<file path="src/rtl/alu_seq_unit.sv">
// Sequential ALU: single-cycle arithmetic/logic ops plus iterative shift-add multiply
// and restoring unsigned divide, behind a valid/ready handshake on both sides.
module alu_seq_unit #(
  parameter int unsigned WIDTH = 32,
  parameter int unsigned CNT_W = $clog2(WIDTH) + 1
) (
  input  logic             clk,
  input  logic             rst,
  input  logic             in_valid,
  output logic             in_ready,
  input  logic [2:0]       alu_op,
  input  logic [5:0]       funct,
  input  logic [WIDTH-1:0] a,
  input  logic [WIDTH-1:0] b,
  output logic             out_valid,
  input  logic             out_ready,
  output logic [WIDTH-1:0] result,
  output logic             zero,
  output logic             div_zero
);

  typedef enum logic [1:0] {StIdle, StMul, StDiv, StDone} state_e;

  typedef enum logic [3:0] {
    OpAdd, OpSub, OpAnd, OpOr, OpXor, OpNor, OpSlt, OpSltu,
    OpSll, OpSrl, OpSra, OpMul, OpDivu
  } op_e;

  state_e           state_q;
  logic [CNT_W-1:0] cnt_q;
  logic [WIDTH:0]   acc_q;     // product accumulator / partial remainder
  logic [WIDTH-1:0] op_a_q;    // multiplicand / dividend-quotient shift register
  logic [WIDTH-1:0] op_b_q;    // multiplier / divisor
  logic [WIDTH-1:0] result_q;
  logic             div_zero_q;

  op_e              op;
  logic [WIDTH-1:0] alu_res;
  logic [CNT_W-2:0] shamt;
  logic [WIDTH-1:0] mul_acc_nxt;
  logic [WIDTH:0]   rem_shift;
  logic [WIDTH:0]   rem_diff;
  logic             div_ok;
  logic [WIDTH-1:0] quo_nxt;

  always_comb begin
    op = OpAnd;
    case (alu_op)
      3'b000: begin
        case (funct)
          6'b100000: op = OpAdd;
          6'b100010: op = OpSub;
          6'b100100: op = OpAnd;
          6'b100101: op = OpOr;
          6'b100110: op = OpXor;
          6'b100111: op = OpNor;
          6'b101010: op = OpSlt;
          6'b101011: op = OpSltu;
          6'b000000: op = OpSll;
          6'b000010: op = OpSrl;
          6'b000011: op = OpSra;
          6'b011000: op = OpMul;
          6'b011011: op = OpDivu;
          default:   op = OpAnd;
        endcase
      end
      3'b001, 3'b010: op = OpAdd;
      3'b011:         op = OpSub;
      3'b100:         op = OpSlt;
      default:        op = OpAnd;
    endcase
  end

  always_comb begin
    shamt   = b[CNT_W-2:0];
    alu_res = '0;
    case (op)
      OpAdd:   alu_res = a + b;
      OpSub:   alu_res = a - b;
      OpAnd:   alu_res = a & b;
      OpOr:    alu_res = a | b;
      OpXor:   alu_res = a ^ b;
      OpNor:   alu_res = ~(a | b);
      OpSlt:   alu_res = {{(WIDTH-1){1'b0}}, $signed(a) < $signed(b)};
      OpSltu:  alu_res = {{(WIDTH-1){1'b0}}, a < b};
      OpSll:   alu_res = a << shamt;
      OpSrl:   alu_res = a >> shamt;
      OpSra:   alu_res = $signed(a) >>> shamt;
      default: alu_res = '0;
    endcase
  end

  // One iteration of each multi-cycle algorithm, evaluated from the current registers.
  always_comb begin
    mul_acc_nxt = op_b_q[0] ? (acc_q[WIDTH-1:0] + op_a_q) : acc_q[WIDTH-1:0];
    rem_shift   = {acc_q[WIDTH-1:0], op_a_q[WIDTH-1]};
    rem_diff    = rem_shift - {1'b0, op_b_q};
    div_ok      = ~rem_diff[WIDTH];
    quo_nxt     = {op_a_q[WIDTH-2:0], div_ok};
  end

  always_ff @(posedge clk or posedge rst) begin
    if (rst) begin
      state_q    <= StIdle;
      cnt_q      <= '0;
      acc_q      <= '0;
      op_a_q     <= '0;
      op_b_q     <= '0;
      result_q   <= '0;
      div_zero_q <= 1'b0;
    end else begin
      case (state_q)
        StIdle: begin
          if (in_valid) begin
            div_zero_q <= (op == OpDivu) && (b == '0);
            if (op == OpMul || op == OpDivu) begin
              op_a_q  <= a;
              op_b_q  <= b;
              acc_q   <= '0;
              cnt_q   <= CNT_W'(WIDTH);
              state_q <= (op == OpMul) ? StMul : StDiv;
            end else begin
              result_q <= alu_res;
              state_q  <= StDone;
            end
          end
        end
        StMul: begin
          acc_q  <= {1'b0, mul_acc_nxt};
          op_a_q <= op_a_q << 1;
          op_b_q <= op_b_q >> 1;
          cnt_q  <= cnt_q - CNT_W'(1);
          if (cnt_q == CNT_W'(1)) begin
            result_q <= mul_acc_nxt;
            state_q  <= StDone;
          end
        end
        StDiv: begin
          acc_q  <= div_ok ? rem_diff : rem_shift;
          op_a_q <= quo_nxt;
          cnt_q  <= cnt_q - CNT_W'(1);
          if (cnt_q == CNT_W'(1)) begin
            result_q <= div_zero_q ? '1 : quo_nxt;
            state_q  <= StDone;
          end
        end
        StDone: begin
          if (out_ready) state_q <= StIdle;
        end
        default: state_q <= StIdle;
      endcase
    end
  end

  assign in_ready  = (state_q == StIdle);
  assign out_valid = (state_q == StDone);
  assign result    = result_q;
  assign zero      = (result_q == '0);
  assign div_zero  = div_zero_q;

endmodule

</file>
<file path="config.mk">
export PLATFORM = sky130hd
export DESIGN_NAME = alu_seq_unit
export DESIGN_NICKNAME = d
export VERILOG_FILES = /design/src/rtl/alu_seq_unit.sv
export SDC_FILE = /design/constraint.sdc
export NUM_CORES = 1
export LEC_CHECK = 0
export ABC_AREA = 1
export CAP_MARGIN = 10
export CORE_MARGIN = 5
export CORE_UTILIZATION = 35
export DETAILED_ROUTE_END_ITERATION = 7
export MAX_ROUTING_LAYER = met4
export PLACE_DENSITY = 0.62
export SYNTH_ARGS = -nofsm -noshare
export SYNTH_HDL_FRONTEND = slang
export SYNTH_SLANG_ARGS = --single-unit
</file>
<file path="constraint.sdc">
create_clock -name clk -period 5.5 [get_ports clk]
set_input_delay 1.375 -clock clk [delete_from_list [all_inputs] [get_ports clk]]
set_output_delay 1.375 -clock clk [all_outputs]
set_load 0.01 [all_outputs]
</file>
==> impl_results.md <==
* Setup Viol. Count Final at 0
* Clock Sinks at 137
* TritonCTS clock tree: built
* Max H-tree Level at 4
* Post-CTS Resized at 0
* Syn Area/Cell at 5.36 µm²
* Num CTS Buffers at 17
* Die height at 265 µm
* P per Cell Area at 459 nW/µm²
* Post-synthesis sequential area ratio at 15.1%
* Global Route Usage Sum at 30.7%
* Ys async rst share at 100%
* EDFF count, synth at 0
* Clock root buffer: clkbuf_16
* RSZ-0062 raised after global routing: false
* Crit Path Class: primary input to flip-flop
* Vias per cell at 5.50
* Placer Congestion at 1.03
* Via count at 28229
* Die X at 265 µm
* Total setup buffers inserted after CTS at 0
* Synth cell types at 45
* Die Area at 70200 µm²
* Worst hold slack at 528 ps
* Core Area at 64500 µm²
* Initial antenna violation count at 2
* Final-layout fill cell count at 7374
* Final period utilization at 81.7%
* Max FO, Critical Path at 11
* IO Pins at 113
* Clock Latency Late Sink at 460 ps
* Least-Margin Pin Slew at 1050 ps
* Outcome: completed
* CTS Hold Bufs at 0
* Final Hold Fails at 0
* Max-slew violations at 0
* Max_cap viols at 0
* Cell count after synthesis at 4246
* Post-DP HPWL at 89.2 mm
* PnR Total Power at 11.6 mW
* Main synth FF type: dfrtp_1
* Yosys warns at 0
* Peak supply drop at 476 µV
* Drt first-iter violations at 2938
* Hold Path Class: flip-flop to flip-flop
* Final net count at 4517
* First-pass GRT wire length at 162 mm
* Worst-case clock skew at 18.8 ps
* Setup TNS at 0 ps
* Pleak at 13.5 nW
* Slew HR at 29.0%
* Residual DRC count at 0
* Startpoint types: primary input
* GRT overflow at 0
* Synthesis-to-finish area growth at 10.9%
* Routed WL at 110 mm
* CP arrival at 4830 ps
* TritonRoute pass-1 iters at 6
* Cell area after synthesis at 22700 µm²
* Number of global-route vias before repair at 25441
* Starting Density at 35.3%
* Port Buf Inserts at 112
* Min cycle time layout at 4500 ps
* Synth Register Bits at 137
* Largest net degree at the start of global routing at 91
* Clock Path Buffers at 2
* Worst-path clk slew at 60 ps
* Layout cell share with drive strength beyond 1 at 3.48%
* Worst EP required at 5840 ps
* Antenna Violating Nets Remaining at 0
* Num rows at 93
* Post-DR wirelength/cell at 21.5 µm
* Mapped Nets at 4498
* Highest Clock Rate at 0.222 GHz
* Worst setup EP type: flip-flop
==> synth_stat cells (3+ instances only) <==
master	n	area (µm²)
ha_1	171	2140
o211ai_1	50	375
a21boi_0	3	22.5
xor2_1	24	210
a21oi_1	226	1130
dfrtp_1	137	3430
o21ai_1	21	105
buf_1	13	48.8
o22ai_1	3	18.8
nand2_2	10	62.6
nor2_4	4	45.0
buf_2	44	220
a31oi_1	30	188
nand2_1	1501	5630
o21ai_0	176	881
inv_1	499	1870
clkinv_1	3	11.3
o21a_1	5	37.5
nand3_1	535	2680
fa_1	4	80.1
a21o_1	9	67.6
nor2_1	482	1810
o21bai_1	22	165
clkbuf_1	105	394
nor4_1	16	100
nor2_2	5	31.3
nor3_1	28	140
nand4_1	31	194
nand3_2	5	50.1
or2_2	3	18.8
nand3b_1	9	67.6
buf_4	15	113
and3_1	4	25.0
xnor2_1	18	158
and2_1	9	56.3
inv_2	12	45.0
==> logic make-up (layout without fill, tap and decap cells) <==
| kind of cell | Yosys count | in the layout | synth area share, % |
|---|---|---|---|
| simple gates | 2646 | 2646 | 48.2 |
| flops | 137 | 137 | 15.1 |
| compound gates | 553 | 553 | 13.4 |
| buf+inv | 693 | 724 | 11.9 |
| fa+ha+maj | 175 | 175 | 9.76 |
| other cells | 0 | 1 | 0 |
| xor+xnor | 42 | 42 | 1.62 |
==> state kept, by name, indices dropped and copies added, names as in the netlist <==
name	flops
op_a_q	32
div_zero	1
state_q	2
op_b_q	32
cnt_q	6
acc_q	32
result	32
==> layout make-up <==
| cell class | count | area [µm²] | area share (%) |
|---|---|---|---|
| Inverter | 516 | 1940 | 7.71 |
| Timing Repair Buffer | 177 | 1590 | 6.30 |
| Sequential cell | 137 | 3430 | 13.6 |
| Clock inverter | 13 | 145 | 0.576 |
| Tap cell | 855 | 1070 | 4.24 |
| Clock buffer | 18 | 429 | 1.70 |
| Antenna cell | 1 | 2.50 | 0.00992 |
| Multi-Input combinational cell | 3416 | 16600 | 65.9 |
==> worst paths after layout <==
path	startpoint	end	slack (ps)	depth (start not counted)
worst min register to register	cnt_q[5]	cnt_q[5]	530	2
worst min-delay path	cnt_q[5]	cnt_q[5]	530	2
max in group asynchronous	rst	op_b_q[28]	3080	3
worst max register to register	op_b_q[0]	acc_q[20]	1590	20
min in group asynchronous	rst	result[2]	1470	2
worst max-delay path	a[23]	result[0]	1000	15
==> metrics by stage <==
step	utilization (%)	setup WS [ps]	instance area (µm²)	cells
after floorplan	-	457	22700	4246
after global placement	38.2	653	24600	5101
after detailed placement	38.2	600	24600	5101
after CTS	39.1	1080	25200	5132
after global routing	39.1	855	25200	5133
final	39.1	1000	25200	5133
==> power breakdown <==
group	total [mW]	leakage, nW	internal, mW	switching [mW]
sequential	2.16	1.69	1.52	0.642
combinational	8.27	11.5	2.58	5.68
clock	1.16	0.274	0.669	0.491
==> layout by cell type (no fill, tap or decap), drive strengths merged <==
master         Yosys  final
o221ai             1      1
clkdlybuf4s50      0    108
o21ai            197    197
o21bai            22     22
o211ai            50     50
clkinvlp           0      3
diode              0      1
clkinv             5      9
xnor2             18     18
o22ai              3      3
nor3              28     28
and3               4      4
inv              511    515
a31oi             30     30
buf               72     69
dfrtp            137    137
clkbuf           105     18
a22oi              2      2
nor4              16     16
bufinv             0      2
nand4             31     31
o21a               5      5
o22a               1      1
o31ai              2      2
and2               9      9
xor2              24     24
nand3            540    540
a21o               9      9
nand2           1513   1513
nand3b             9      9
or2                4      4
a21oi            228    228
a21boi             3      3
ha               171    171
fa                 4      4
nor2             492    492
==> routing by layer <==
metal	GRT usage (%)	vias up	share of wire, %
li1	-	13630	-
met1	40.7	13068	42
met2	48.0	1295	45
met3	2.39	236	7.2
met4	14.2	0	5.5
met5	-	-	0
==> critical path: stages <==
cell and delay (ps):
clkdlybuf4s50_1 810, inv_1 230, ha_1 510, nor2_1 260, inv_1 60, nor2_1 180
nand2_1 100, nor3_1 310, nand2_1 190, nand3_1 160, nand3_1 80, nor2_1 160
nand3_1 210, nand2_1 110, a21oi_1 60
Note: power is estimated with default switching activity, not from simulation.
